<file path="config.mk">
export PLATFORM = sky130hd
export DESIGN_NAME = mem_access_ctrl_flat
export DESIGN_NICKNAME = d
export VERILOG_FILES = /design/src/rtl/mem_access_ctrl_if.sv /design/src/rtl/mem_access_ctrl.sv /design/src/flat_wrapper.sv
export SDC_FILE = /design/constraint.sdc
export NUM_CORES = 1
export LEC_CHECK = 0
export CAP_MARGIN = 20
export CORE_AREA = 5 5 155 157
export CTS_CLUSTER_DIAMETER = 30
export DETAILED_ROUTE_END_ITERATION = 8
export DIE_AREA = 0 0 160 162
export PLACE_DENSITY = 0.73
export SKIP_LAST_GASP = 1
export SYNTH_ARGS = -nofsm -noshare
export SYNTH_HDL_FRONTEND = slang
export SYNTH_SLANG_ARGS = --single-unit
</file>
<file path="constraint.sdc">
create_clock -name clk_i -period 2.2 [get_ports clk_i]
set_input_delay 0.44 -clock clk_i [delete_from_list [all_inputs] [get_ports clk_i]]
set_output_delay 0.44 -clock clk_i [all_outputs]
set_load 0.05 [all_outputs]
</file>
<file path="src/rtl/mem_access_ctrl_if.sv">
// Data-memory bus between the memory-stage controller (master) and the
// data memory (slave).
//
// Handshake: the master raises dmem_req_o with dmem_we_o/dmem_addr_o/
// dmem_wdata_o stable and holds them until a cycle in which
// dmem_req_o && dmem_ready_i; that cycle completes the transfer, and
// dmem_rdata_i / dmem_err_i are meaningful only in that cycle. The master
// withdraws dmem_req_o without a transfer only on timeout or reset, so the
// slave must tolerate an abandoned request. dmem_ready_i while dmem_req_o is
// low has no effect.
interface mem_access_ctrl_if #(
   parameter int ADDR_W = 64
) ();
   logic              dmem_req_o;
   logic              dmem_we_o;
   logic [ADDR_W-1:0] dmem_addr_o;
   logic [63:0]       dmem_wdata_o;
   logic              dmem_ready_i;
   logic [63:0]       dmem_rdata_i;
   logic              dmem_err_i;

   modport master (
      output dmem_req_o, dmem_we_o, dmem_addr_o, dmem_wdata_o,
      input  dmem_ready_i, dmem_rdata_i, dmem_err_i
   );

   modport slave (
      input  dmem_req_o, dmem_we_o, dmem_addr_o, dmem_wdata_o,
      output dmem_ready_i, dmem_rdata_i, dmem_err_i
   );
endinterface

</file>
<file path="src/rtl/mem_access_ctrl.sv">
// Y86-64 memory-stage controller. Decodes the instruction held in M, issues
// one bounded, time-limited data-memory access per memory instruction and
// stalls the pipeline until the result (valM, status) is ready for writeback.
module mem_access_ctrl #(
   parameter int ADDR_W         = 64,
   parameter int MEM_BYTES      = 1024,
   parameter int TIMEOUT_CYCLES = 16
) (
   input  logic              clk_i,
   input  logic              rst_i,
   input  logic [3:0]        M_icode_i,
   input  logic [2:0]        M_stat_i,
   input  logic [63:0]       M_valE_i,
   input  logic [63:0]       M_valA_i,
   input  logic [2:0]        W_stat_i,
   mem_access_ctrl_if.master dmem,
   output logic              m_busy_o,
   output logic [63:0]       m_valM_o,
   output logic [2:0]        m_stat_o,
   output logic [1:0]        dbg_state_o
);

   localparam logic [3:0] I_RMMOVQ = 4'h4;
   localparam logic [3:0] I_MRMOVQ = 4'h5;
   localparam logic [3:0] I_CALL   = 4'h8;
   localparam logic [3:0] I_RET    = 4'h9;
   localparam logic [3:0] I_PUSHQ  = 4'hA;
   localparam logic [3:0] I_POPQ   = 4'hB;

   localparam logic [2:0] STAT_AOK = 3'd1;
   localparam logic [2:0] STAT_ADR = 3'd3;

   localparam logic [1:0] S_IDLE = 2'd0;
   localparam logic [1:0] S_REQ  = 2'd1;
   localparam logic [1:0] S_DONE = 2'd2;

   localparam int              CNT_W    = $clog2(TIMEOUT_CYCLES + 1);
   localparam logic [CNT_W-1:0] CNT_LAST = CNT_W'(TIMEOUT_CYCLES - 1);
   localparam logic [63:0]     ADDR_MAX = 64'(MEM_BYTES - 8);

   logic [1:0]        r_state;
   logic [CNT_W-1:0]  r_cnt;
   logic              r_err;
   logic [ADDR_W-1:0] r_addr;
   logic              r_we;
   logic [63:0]       r_wdata;
   logic [63:0]       r_valM;

   logic              w_is_read;
   logic              w_is_write;
   logic              w_addr_from_a;
   logic [63:0]       w_addr;
   logic              w_pending;
   logic              w_in_range;
   logic              w_start;
   logic              w_oob;
   logic              w_xfer;
   logic              w_timeout;

   // Decode the instruction in M into access class, address and eligibility.
   assign w_is_read     = (M_icode_i == I_MRMOVQ) || (M_icode_i == I_POPQ) || (M_icode_i == I_RET);
   assign w_is_write    = (M_icode_i == I_RMMOVQ) || (M_icode_i == I_PUSHQ) || (M_icode_i == I_CALL);
   assign w_addr_from_a = (M_icode_i == I_POPQ) || (M_icode_i == I_RET);
   assign w_addr        = w_addr_from_a ? M_valA_i : M_valE_i;
   // A write is suppressed when writeback already holds an exception.
   assign w_pending     = (w_is_read || w_is_write) && (M_stat_i == STAT_AOK) &&
                          !(w_is_write && (W_stat_i != STAT_AOK));
   // Range check on the full 64-bit address so truncation never hides a fault.
   assign w_in_range    = (w_addr <= ADDR_MAX);
   assign w_start       = (r_state == S_IDLE) && w_pending && w_in_range;
   assign w_oob         = (r_state == S_IDLE) && w_pending && !w_in_range;
   assign w_xfer        = (r_state == S_REQ) && dmem.dmem_ready_i;
   // Ready in the last allowed cycle takes priority over the timeout.
   assign w_timeout     = (r_state == S_REQ) && !dmem.dmem_ready_i && (r_cnt == CNT_LAST);

   // Bus outputs come straight from registers so they stay stable while waiting.
   assign dmem.dmem_req_o   = (r_state == S_REQ);
   assign dmem.dmem_we_o    = r_we;
   assign dmem.dmem_addr_o  = r_addr;
   assign dmem.dmem_wdata_o = r_wdata;

   // Stall M while an access is being detected or is in flight.
   assign m_busy_o    = !rst_i && ((r_state == S_REQ) || w_start);
   assign m_valM_o    = r_valM;
   assign dbg_state_o = r_state;

   // Status to writeback: bus fault in DONE, bounds fault while detecting.
   always_comb begin
      m_stat_o = M_stat_i;
      if (!rst_i) begin
         if (r_state == S_DONE) begin
            if (r_err) m_stat_o = STAT_ADR;
         end else if (w_oob) begin
            m_stat_o = STAT_ADR;
         end
      end
   end

   // Access FSM: latch the request at REQ entry, wait for ready or timeout.
   always_ff @(posedge clk_i) begin
      if (rst_i) begin
         r_state <= S_IDLE;
         r_cnt   <= '0;
         r_err   <= 1'b0;
         r_addr  <= '0;
         r_we    <= 1'b0;
         r_wdata <= '0;
         r_valM  <= '0;
      end else begin
         case (r_state)
            S_IDLE: begin
               if (w_start) begin
                  r_state <= S_REQ;
                  r_cnt   <= '0;
                  r_addr  <= ADDR_W'(w_addr);
                  r_we    <= w_is_write;
                  r_wdata <= M_valA_i;
               end
            end
            S_REQ: begin
               if (w_xfer) begin
                  r_state <= S_DONE;
                  r_err   <= dmem.dmem_err_i;
                  if (!r_we) r_valM <= dmem.dmem_rdata_i;
               end else if (w_timeout) begin
                  r_state <= S_DONE;
                  r_err   <= 1'b1;
               end else begin
                  r_cnt <= r_cnt + 1'b1;
               end
            end
            S_DONE: begin
               r_state <= S_IDLE;
            end
            default: begin
               r_state <= S_IDLE;
            end
         endcase
      end
   end

endmodule
</file>
<file path="src/flat_wrapper.sv">
// flat-port wrapper written by rule: the top's interface ports become plain ports
module mem_access_ctrl_flat 
#(
   parameter int ADDR_W         = 64,
   parameter int MEM_BYTES      = 1024,
   parameter int TIMEOUT_CYCLES = 16
)
  (clk_i, rst_i, M_icode_i, M_stat_i, M_valE_i, M_valA_i, W_stat_i, m_busy_o, m_valM_o, m_stat_o, dbg_state_o, dmem_dmem_req_o, dmem_dmem_we_o, dmem_dmem_addr_o, dmem_dmem_wdata_o, dmem_dmem_ready_i, dmem_dmem_rdata_i, dmem_dmem_err_i);
  mem_access_ctrl_if #(.ADDR_W(ADDR_W)) dmem_i ();
  input  logic clk_i;
  input  logic rst_i;
  input  logic [3:0] M_icode_i;
  input  logic [2:0] M_stat_i;
  input  logic [63:0] M_valE_i;
  input  logic [63:0] M_valA_i;
  input  logic [2:0] W_stat_i;
  output logic m_busy_o;
  output logic [63:0] m_valM_o;
  output logic [2:0] m_stat_o;
  output logic [1:0] dbg_state_o;
  output wire logic [$bits(dmem_i.dmem_req_o)-1:0] dmem_dmem_req_o;
  output wire logic [$bits(dmem_i.dmem_we_o)-1:0] dmem_dmem_we_o;
  output wire logic [$bits(dmem_i.dmem_addr_o)-1:0] dmem_dmem_addr_o;
  output wire logic [$bits(dmem_i.dmem_wdata_o)-1:0] dmem_dmem_wdata_o;
  input wire logic [$bits(dmem_i.dmem_ready_i)-1:0] dmem_dmem_ready_i;
  input wire logic [$bits(dmem_i.dmem_rdata_i)-1:0] dmem_dmem_rdata_i;
  input wire logic [$bits(dmem_i.dmem_err_i)-1:0] dmem_dmem_err_i;
  assign dmem_dmem_req_o = dmem_i.dmem_req_o;
  assign dmem_dmem_we_o = dmem_i.dmem_we_o;
  assign dmem_dmem_addr_o = dmem_i.dmem_addr_o;
  assign dmem_dmem_wdata_o = dmem_i.dmem_wdata_o;
  assign dmem_i.dmem_ready_i = dmem_dmem_ready_i;
  assign dmem_i.dmem_rdata_i = dmem_dmem_rdata_i;
  assign dmem_i.dmem_err_i = dmem_dmem_err_i;
  mem_access_ctrl #(.ADDR_W(ADDR_W), .MEM_BYTES(MEM_BYTES), .TIMEOUT_CYCLES(TIMEOUT_CYCLES)) u_core (.clk_i(clk_i), .rst_i(rst_i), .M_icode_i(M_icode_i), .M_stat_i(M_stat_i), .M_valE_i(M_valE_i), .M_valA_i(M_valA_i), .W_stat_i(W_stat_i), .dmem(dmem_i), .m_busy_o(m_busy_o), .m_valM_o(m_valM_o), .m_stat_o(m_stat_o), .dbg_state_o(dbg_state_o));
endmodule
</file>
## Word level (Yosys, flattened, before mapping)

Cells that the tools add are included.
W data, S select, Z words.

- Register bits after elaboration: 201
- Bits in latches: 0
- Bits in writable memories: 0
- Memory bits (read-only): 0
- Bits of input ports: 206
- Output and inout port bits: 200
- Logic and storage cells: 69
- Memories kept: 0

- $add $sub $neg: 1
- Multiply operators: 0
- Div/mod/pow operators: 0
- Order comparisons: 1
- Equality and inequality tests: 15
- Shift-type cells: 0
- Multiplexer cells: 15
- Bitwise logic cells: 1
- Reductions and logical operators: 29

Operators with widths:

| cell | count |
|---|---|
| $le A64 B10 Y1 const B | 1 |
| $mux W64 | 1 |
| $eq A4 B4 Y1 const B | 4 |
| $mux W5 | 3 |
| $mux W3 | 4 |
| $logic_and A1 B1 Y1 | 10 |
| $pmux W5 S2 | 1 |
| $eq A4 B3 Y1 const B | 2 |
| $logic_or A1 B1 Y1 | 7 |
| $mux W2 | 3 |
| $ne A3 B1 Y1 const B | 2 |
| $reduce_and A2 Y1 | 3 |
| $add A5 B1 Y5 const B | 1 |
| $eq A5 B4 Y1 const B | 1 |
| $logic_not A1 Y1 | 4 |
| $ne A2 B2 Y1 const B | 2 |
| $pmux W2 S2 | 1 |
| $reduce_and A4 Y1 | 1 |
| $reduce_bool A2 Y1 | 2 |
| $eq A3 B1 Y1 const B | 1 |
| $reduce_and A3 Y1 | 1 |
| $eq A2 B1 Y1 const B | 1 |
| $eq A2 B2 Y1 const B | 1 |
| $logic_not A2 Y1 | 1 |
| 3 further kinds | 4 |

## Longest topological paths before layout

Gate-level depths: netlist of the first run.

- Depth after elaboration: 11
- Gate-level depth with buffers: 8
- Depth with buffers taken out: 7

## Worst setup path before layout of the first run

No wires, ideal clock.

- Path type: flip-flop to output port
- From: reg u_core.r_state[1] (netlist: u_core.dbg_state_o[1])
- To: out m_busy_o
- Arrival: 2,368 ps
- Required time: 1,760 ps
- Setup slack: -608 ps
- Cell stages (with the launch flop): 5
- Buffers on the path: 0
- Cell sequence: dfxtp_1 > or4_1 > a2111oi_2 > nand4_1 > a21oi_1

- Cells in the longest elaborated chain, start to end: 5
- Elaborated cells between the ends (all ways): 6
- Those cells by class: eq/ne (1); reduce/logical (5)

RTL lines:

| item | RTL line | text |
|---|---|---|
| start: declaration | mem_access_ctrl.sv:41 | `logic [1:0] r_state;` |
| start signal: assignment | mem_access_ctrl.sv:102 | `r_state <= S_IDLE;` |
| start signal: assignment | mem_access_ctrl.sv:113 | `r_state <= S_REQ;` |
| start signal: assignment | mem_access_ctrl.sv:122 | `r_state <= S_DONE;` |
| $logic_not A2 Y1 | mem_access_ctrl.sv:70 | `assign w_start = (r_state == S_IDLE) && w_pending && w_in_range;` |
| $logic_and A1 B1 Y1 (2 in series) | mem_access_ctrl.sv:70 |  |
| $logic_or A1 B1 Y1 * | mem_access_ctrl.sv:83 | `assign m_busy_o = !rst_i && ((r_state == S_REQ) \|\| w_start);` |
| $logic_and A1 B1 Y1 * | mem_access_ctrl.sv:83 |  |
| end: declaration | flat_wrapper.sv:17 | `output logic m_busy_o;` |

Every way passes the cells marked *; elsewhere a longest branch is shown, timed or not.

## Worst setup path in the final report of the first run

- From: in M_stat_i[2]
- To: out m_busy_o

- Cells in the longest elaborated chain, start to end: 7

RTL lines:

| item | RTL line | text |
|---|---|---|
| start: declaration | flat_wrapper.sv:13 | `input logic [2:0] M_stat_i;` |
| $eq A3 B1 Y1 | mem_access_ctrl.sv:66 | `assign w_pending = (w_is_read \|\| w_is_write) && (M_stat_i == STAT_AOK) &&` |
| $logic_and A1 B1 Y1 (2 in series) | mem_access_ctrl.sv:66 |  |
| $logic_and A1 B1 Y1 (2 in series) | mem_access_ctrl.sv:70 |  |
| $logic_or A1 B1 Y1 | mem_access_ctrl.sv:83 |  |
| $logic_and A1 B1 Y1 | mem_access_ctrl.sv:83 |  |

Every way passes these cells.

==> flow_metrics.env, run 1 <==
export IMPL_grt_max_degree=70
export IMPL_sw_frac_of_total_pct=21.3
export IMPL_maxCapViolCount=0
export IMPL_vias=7452
export IMPL_gr_total_overflow=0
export IMPL_rr_endpoint="u_core.dmem.dmem_wdata_o[60]"
export IMPL_clockPowerShare_pct=61.6
export IMPL_fmax_ghz=0.373
export IMPL_required_ns=1.76
export IMPL_violations="setup timing"
export IMPL_hold_depth=3
export IMPL_rows=55
export IMPL_period_minus_slack_ns=2.68
export IMPL_core_area_um2=22400
export IMPL_pwr_share_comb_pct=5.5
export IMPL_first_pass_iters=4
export IMPL_crit_start="M_stat_i[2]"
export IMPL_p_int_w=0.00874
export IMPL_leakagePower_nw=5.45
export IMPL_r2r_cells=8
export IMPL_cts_htree_levels=2
export IMPL_most_common_layout_cells="clkdlybuf4s50_1 (269), dfxtp_1 (199), nand2_1 (163)"
export IMPL_port_buffers=405
export IMPL_cp_arrival_ns=2.24
export IMPL_slowest_delay_ns=0.55
export IMPL_dieArea_um2=25900
export IMPL_skew_ns=0.0115
export IMPL_slew_headroom_pct=49.9
export IMPL_vdd_drop_max_uv=534
export IMPL_syn_cell_area_um2=7310
export IMPL_regToRegStartpoint="u_core.dbg_state_o[1]"
export IMPL_dp_final_hpwl_um=20200
export IMPL_hold_path_endpoint="u_core.dmem.dmem_wdata_o[46]"
export IMPL_whs_ns=0.204
export IMPL_wire_per_inst_um=18.2
export IMPL_clk_pin_slew_worst_paths_ns=0.05
export IMPL_tns_ns=-8.71
export IMPL_path_cells="dlygate4sd2_1, nand2b_4, or4_4, a2111oi_4, nand4_1, buf_4, a21oi_4, buf_12"
export IMPL_antenna_found_initial=2
export IMPL_powerDensity_nw_per_um2=786
export IMPL_die_w_um=160
export IMPL_critPathCaptureType="output pin"
export IMPL_critical_path_slowest_cell="or4_4"
export IMPL_avgViaCountPerCell=4.65
export IMPL_grt_pass1_wl_um=42300
export IMPL_design_area_um2=14100
export IMPL_area_growth_pct=93.5
export IMPL_min_period_over_period_pct=122
export IMPL_drt_total_wl_um=29100
export IMPL_dpl_cell_area_um2=12100
export IMPL_cp_max_fo=2
export IMPL_synthCells=774
export IMPL_yosysUniqueCellTypes=37
export IMPL_drc=0
export IMPL_rsz0062_at_grt="yes"
export IMPL_critPathLaunchType="primary input"
export IMPL_avgSynthCellArea_um2=9.45
export IMPL_cts_sinks=201
export IMPL_initial_core_util_pct=32.7
export IMPL_cts_buffers=43
export IMPL_postRouteAntennaNets=0
export IMPL_hp_class="in -> reg"
export IMPL_path_class="in -> out"
export IMPL_drive_above_1_share_pct=21.6
export IMPL_yosysWarnings=0
export IMPL_clockBufferDepth=3
export IMPL_die_y_um=162
export IMPL_seq_power_share_pct=32.8
export IMPL_status="finished with violations"
export IMPL_fin_ws_ns=-0.481
export IMPL_ctsHoldBuffers=0
export IMPL_syn_nets=982
export IMPL_finalHoldViolations=0
export IMPL_final_common_cell="clkdlybuf4s50_1"
export IMPL_seq_area_frac_synth_pct=55.0
export IMPL_ctsRootBufferMaster="clkbuf_16"
export IMPL_slew_violations=0
export IMPL_drtIter0Drc=374
export IMPL_tritoncts="done"
export IMPL_setup_viol_count_final=98
export IMPL_clkLatencyLatePin_ns=0.50
export IMPL_grt_total_usage_pct=20.3
export IMPL_switchingPower_w=0.00237
export IMPL_io_pins=406
export IMPL_grt_pass1_vias=7656
export IMPL_min_delay_start="M_valA_i[46]"
export IMPL_ys_seq_elements=201
export IMPL_r2r_slack_ns=-0.13
export IMPL_place_congestion=0.916
export IMPL_tightestPinTransition_ns=0.751
export IMPL_final_nets=1491
-- worst max-delay path, delay by kind of cell --
kind,cells,cell delay (ns)
AO/OA/AOI/OAI,2,0.39
buffers and inverters,3,0.57
AND/OR/NAND/NOR,3,0.83
-- timing repair --
| action | CTS | global route |
|---|---|---|
| pin swaps | 45 | 44 |
| setup buffers | 8 | 8 |
| gates resized for setup | 249 | 101 |
| gates cloned | 2 | 10 |
| endpoints found under the setup margin | 139 | 129 |
-- routing by layer --
| metal | vias up | part of all wire (%) | track usage, % |
|---|---|---|---|
| met5 | - | 0 | 0 |
| met3 | 63 | 7.5 | 6.01 |
| met4 | 0 | 3.1 | 7.55 |
| met2 | 326 | 51 | 36.6 |
| met1 | 3439 | 39 | 22.6 |
| li1 | 3624 | - | - |
-- final cells by class --
| type | count | area [µm²] |
|---|---|---|
| Antenna cell | 1 | 2.50 |
| Clock buffer | 47 | 1110 |
| Sequential cell | 201 | 4030 |
| Fill cell | 1743 | 8220 |
| Clock inverter | 31 | 442 |
| Tap cell | 285 | 357 |
| Multi-Input combinational cell | 528 | 3320 |
| Timing Repair Buffer | 506 | 4880 |
| Inverter | 3 | 11.3 |
-- synth_stat cells (all sizes together) --
cell type,n,area [µm²]
nand4,13,81.3
nand3b,1,11.3
a211o,1,8.76
ha,2,25.0
clkbuf,31,116
nand2b,4,25.0
a2111oi,1,15.0
o21ai,1,5.00
mux2i,77,771
o22ai,1,6.26
nor2b,1,6.26
a211oi,1,7.51
and4,1,8.76
or4,1,7.51
nor4,29,181
nand3,4,20.0
or2,2,12.5
buf,15,241
o211ai,1,12.5
nand2,163,612
and3,1,6.26
o41ai,1,8.76
nor2,83,319
nor3,8,51.3
inv,3,11.3
and3b,1,8.76
xor2,2,17.5
and2,54,338
dfxtp,201,4020
a21oi,70,354
-- worst max-delay path by stage --
stage / slack, ns / cells after the start / endpoint
floorplan: -0.12 / 5 / m_busy_o
finish: -0.48 / 8 / m_busy_o
CTS: -0.50 / 6 / m_busy_o
global placement: -0.93 / 9 / u_core.dmem.dmem_addr_o[34]
global route: -0.54 / 6 / m_busy_o
detailed placement: -0.98 / 9 / u_core.dmem.dmem_addr_o[16]
-- registers in the layout, summed over array words and instances (netlist names) --
register                  cells
u_core.dmem.dmem_wdata_o     64
u_core.r_cnt                  5
u_core.m_valM_o              64
u_core.dmem.dmem_we_o         1
u_core.dmem.dmem_addr_o      64
u_core.r_err                  1
u_core.dbg_state_o            2
-- metrics by stage --
step	power (W)	util, %	std cells	setup slack, ns
final	0.0111	63.3	1602	-0.481
after global routing	0.0115	63.3	1602	-0.537
after CTS	0.0112	61.9	1584	-0.504
after detailed placement	0.00435	54.1	1497	-0.981
after global placement	0.00435	54.1	1497	-0.931
after floorplan	0.00383	-	774	-0.117
-- kinds of logic (layout without fill, tap and decap cells) --
kind of cell | count (synthesis) | after routing | synth area share [%]
other | 0 | 1 | 0
flip-flops | 201 | 201 | 55.0
buffers and inverters | 49 | 587 | 5.05
AO/OA/AOI/OAI | 77 | 77 | 5.71
adder cells (fa/ha/maj) | 2 | 2 | 0.342
multiplexers | 77 | 77 | 10.5
AND/OR/NAND/NOR | 366 | 370 | 23.1
XOR/XNOR | 2 | 2 | 0.240
-- power groups by stage --
| stage | clock network [W] | logic [W] | registers (W) |
|---|---|---|---|
| after floorplan | 0 | 0.000112 | 0.00372 |
| after global placement | 0 | 0.000631 | 0.00372 |
| after detailed placement | 0 | 0.000632 | 0.00372 |
| after CTS | 0.00697 | 0.000601 | 0.00365 |
| after global routing | 0.00718 | 0.000653 | 0.00364 |
| final | 0.00685 | 0.000616 | 0.00365 |
Note: power is estimated with default switching activity, not from simulation.
==> run 2, diff against run 1 <==
--- a/config.mk
+++ b/config.mk
@@ -6,11 +6,13 @@
 export NUM_CORES = 1
 export LEC_CHECK = 0
 export CAP_MARGIN = 20
-export CORE_AREA = 5 5 155 157
+export CORE_AREA = 5 5 153 155
+export CTS_BUF_LIST = sky130_fd_sc_hd__clkbuf_2 sky130_fd_sc_hd__clkbuf_4 sky130_fd_sc_hd__clkbuf_8
 export CTS_CLUSTER_DIAMETER = 30
 export DETAILED_ROUTE_END_ITERATION = 8
-export DIE_AREA = 0 0 160 162
-export PLACE_DENSITY = 0.73
+export DIE_AREA = 0 0 158 160
+export PLACE_DENSITY = 0.74
+export SETUP_SLACK_MARGIN = 0.1
 export SKIP_LAST_GASP = 1
 export SYNTH_ARGS = -nofsm -noshare
 export SYNTH_HDL_FRONTEND = slang
==> flow_metrics.env, run 2 (synthesis results as in run 1) <==
export IMPL_status="finished with violations"
export IMPL_violations="setup timing"
export IMPL_dpl_cell_area_um2=12100
export IMPL_die_w_um=158
export IMPL_leakagePower_nw=6.41
export IMPL_core_area_um2=21700
export IMPL_port_buffers=405
export IMPL_antenna_found_initial=2
export IMPL_crit_family="simple AND/OR/NAND/NOR gates"
export IMPL_r2r_cells=10
export IMPL_min_delay_start="M_valA_i[43]"
export IMPL_initial_core_util_pct=33.7
export IMPL_design_area_um2=14000
export IMPL_slowest_delay_ns=0.43
export IMPL_period_minus_slack_ns=2.71
export IMPL_crit_start="M_valA_i[11]"
export IMPL_vdd_drop_max_uv=453
export IMPL_slew_headroom_pct=61.8
export IMPL_drive_above_1_share_pct=26.4
export IMPL_cts_buffers=45
export IMPL_dp_final_hpwl_um=20400
export IMPL_ctsRootBufferMaster="clkbuf_8"
export IMPL_drc=0
export IMPL_skew_ns=0.0262
export IMPL_p_total_w=0.00982
export IMPL_multi_input_area_um2=3450
export IMPL_most_common_layout_cells="dlygate4sd2_1 (241), dfxtp_1 (199), nand2_1 (162)"
export IMPL_regToRegStartpoint="u_core.dbg_state_o[1]"
export IMPL_final_nets=1500
export IMPL_clockBufferDepth=3
export IMPL_hp_class="in -> reg"
export IMPL_avgViaCountPerCell=4.63
export IMPL_required_ns=1.76
export IMPL_postRouteAntennaNets=0
export IMPL_first_pass_iters=5
export IMPL_slew_violations=0
export IMPL_ff_latch_area_um2=4030
export IMPL_hold_depth=3
export IMPL_wire_per_inst_um=18.4
export IMPL_clk_pin_slew_worst_paths_ns=0.06
export IMPL_cp_common_cell="nand4_1"
export IMPL_grt_max_degree=65
export IMPL_path_buf_inv=3
export IMPL_maxCapViolCount=0
export IMPL_grt_pass1_vias=7780
export IMPL_rows=54
export IMPL_cp_max_fo=2
export IMPL_gr_total_overflow=0
export IMPL_path_cells="dlygate4sd2_1, nor4_4, nand4_1, a2111oi_4, nand4_1, buf_4, a21oi_4, buf_12"
export IMPL_cts_htree_levels=2
export IMPL_area_growth_pct=91.7
export IMPL_powerDensity_nw_per_um2=701
export IMPL_drt_total_wl_um=29700
export IMPL_min_period_over_period_pct=123
export IMPL_tritoncts="done"
export IMPL_ctsHoldBuffers=0
export IMPL_place_congestion=0.887
export IMPL_rsz0062_at_grt="yes"
export IMPL_critPathLaunchType="primary input"
export IMPL_vias=7464
export IMPL_cp_arrival_ns=2.27
export IMPL_drtIter0Drc=332
export IMPL_critical_path_slowest_cell="a2111oi_4"
export IMPL_grt_total_usage_pct=22.3
export IMPL_path_depth=8
export IMPL_fmax_ghz=0.370
export IMPL_die_y_um=160
export IMPL_final_common_cell="dlygate4sd2_1"
export IMPL_grt_pass1_wl_um=44400
export IMPL_fin_ws_ns=-0.506
export IMPL_dieArea_um2=25300
export IMPL_clkLatencyLatePin_ns=0.53
export IMPL_critPathCaptureType="output pin"
export IMPL_finalHoldViolations=0
export IMPL_fillers=1785
export IMPL_tightestPinTransition_ns=0.575
export IMPL_path_class="in -> out"
export IMPL_cts_sinks=201
export IMPL_io_pins=406
export IMPL_whs_ns=0.174
export IMPL_setup_viol_count_final=132
run 2: changes by cell type in the layout (fill, tap and decap cells not counted), moves of 7 or more:
cell,previous run,this run
clkdlybuf4s50_1,269,89
clkbuf_8,2,54
buf_16,1,11
clkbuf_4,0,7
buf_4,81,68
and2_4,0,49
clkbuf_16,49,0
clkbuf_2,24,6
buf_6,8,25
buf_2,16,24
and2_1,54,5
dlygate4sd2_1,53,241
run 2: report_power, final:
part	internal, W	total (W)	switching [W]
registers	0.00364	0.00364	0.000000000000000000311
logic	0.000370	0.000643	0.000273
clock network	0.00378	0.00554	0.00176
total	0.00780	0.00982	0.00203
run 2: area by class of cell:
class,count,share of cell area [%]
Antenna cell,2,0.0357
Clock buffer,61,5.68
Clock inverter,23,3.07
Inverter,3,0.0803
Multi-Input combinational cell,524,24.6
Sequential cell,201,28.7
Tap cell,280,2.50
Timing Repair Buffer,517,35.3
run 2: worst register-to-register path: cells and delay by family, from the launching register on:
kind                   cells  cell delay [ns]
multiplexers               1             0.20
buffers and inverters      5             0.64
flip-flops                 1             0.32
AND/OR/NAND/NOR            3             0.88
AO/OA/AOI/OAI              1             0.23
run 2: what timing repair did:
| item | in CTS | in global routing |
|---|---|---|
| setup buffers | 28 | 7 |
| pin swaps | 76 | 49 |
| cloned | 17 | 0 |
| gates resized for setup | 524 | 72 |
| hold endpoints to repair | 0 | 0 |
| setup endpoints to repair | 333 | 137 |
run 2: routing by layer:
metal | vias up | track usage, % | wire length [µm] | share of wire [%]
met3 | 75 | 5.95 | 2410 | 8.1
li1 | 3647 | - | - | -
met2 | 324 | 40.1 | 15100 | 51
met1 | 3418 | 24.6 | 11000 | 37
met4 | 0 | 9.15 | 1190 | 4.0
met5 | - | 0 | 0 | 0
run 2: metrics by stage:
step,utilization (%),TNS (ns),setup WS (ns),cells
floorplan,-,-0.116,-0.116,774
global placement,55.6,-126.75,-0.985,1484
detailed placement,55.6,-132.08,-1.05,1484
CTS,64.7,-12.62,-0.547,1613
global route,64.6,-20.85,-0.577,1611
finish,64.6,-13.45,-0.506,1611
run 2: worst paths after layout:
check,endpoint,slack [ns]
max,m_busy_o,-0.51
min,u_core.dmem.dmem_wdata_o[43],0.17
max reg2reg,u_core.dmem.dmem_wdata_o[9],-0.21
min reg2reg,u_core.m_valM_o[62],0.45
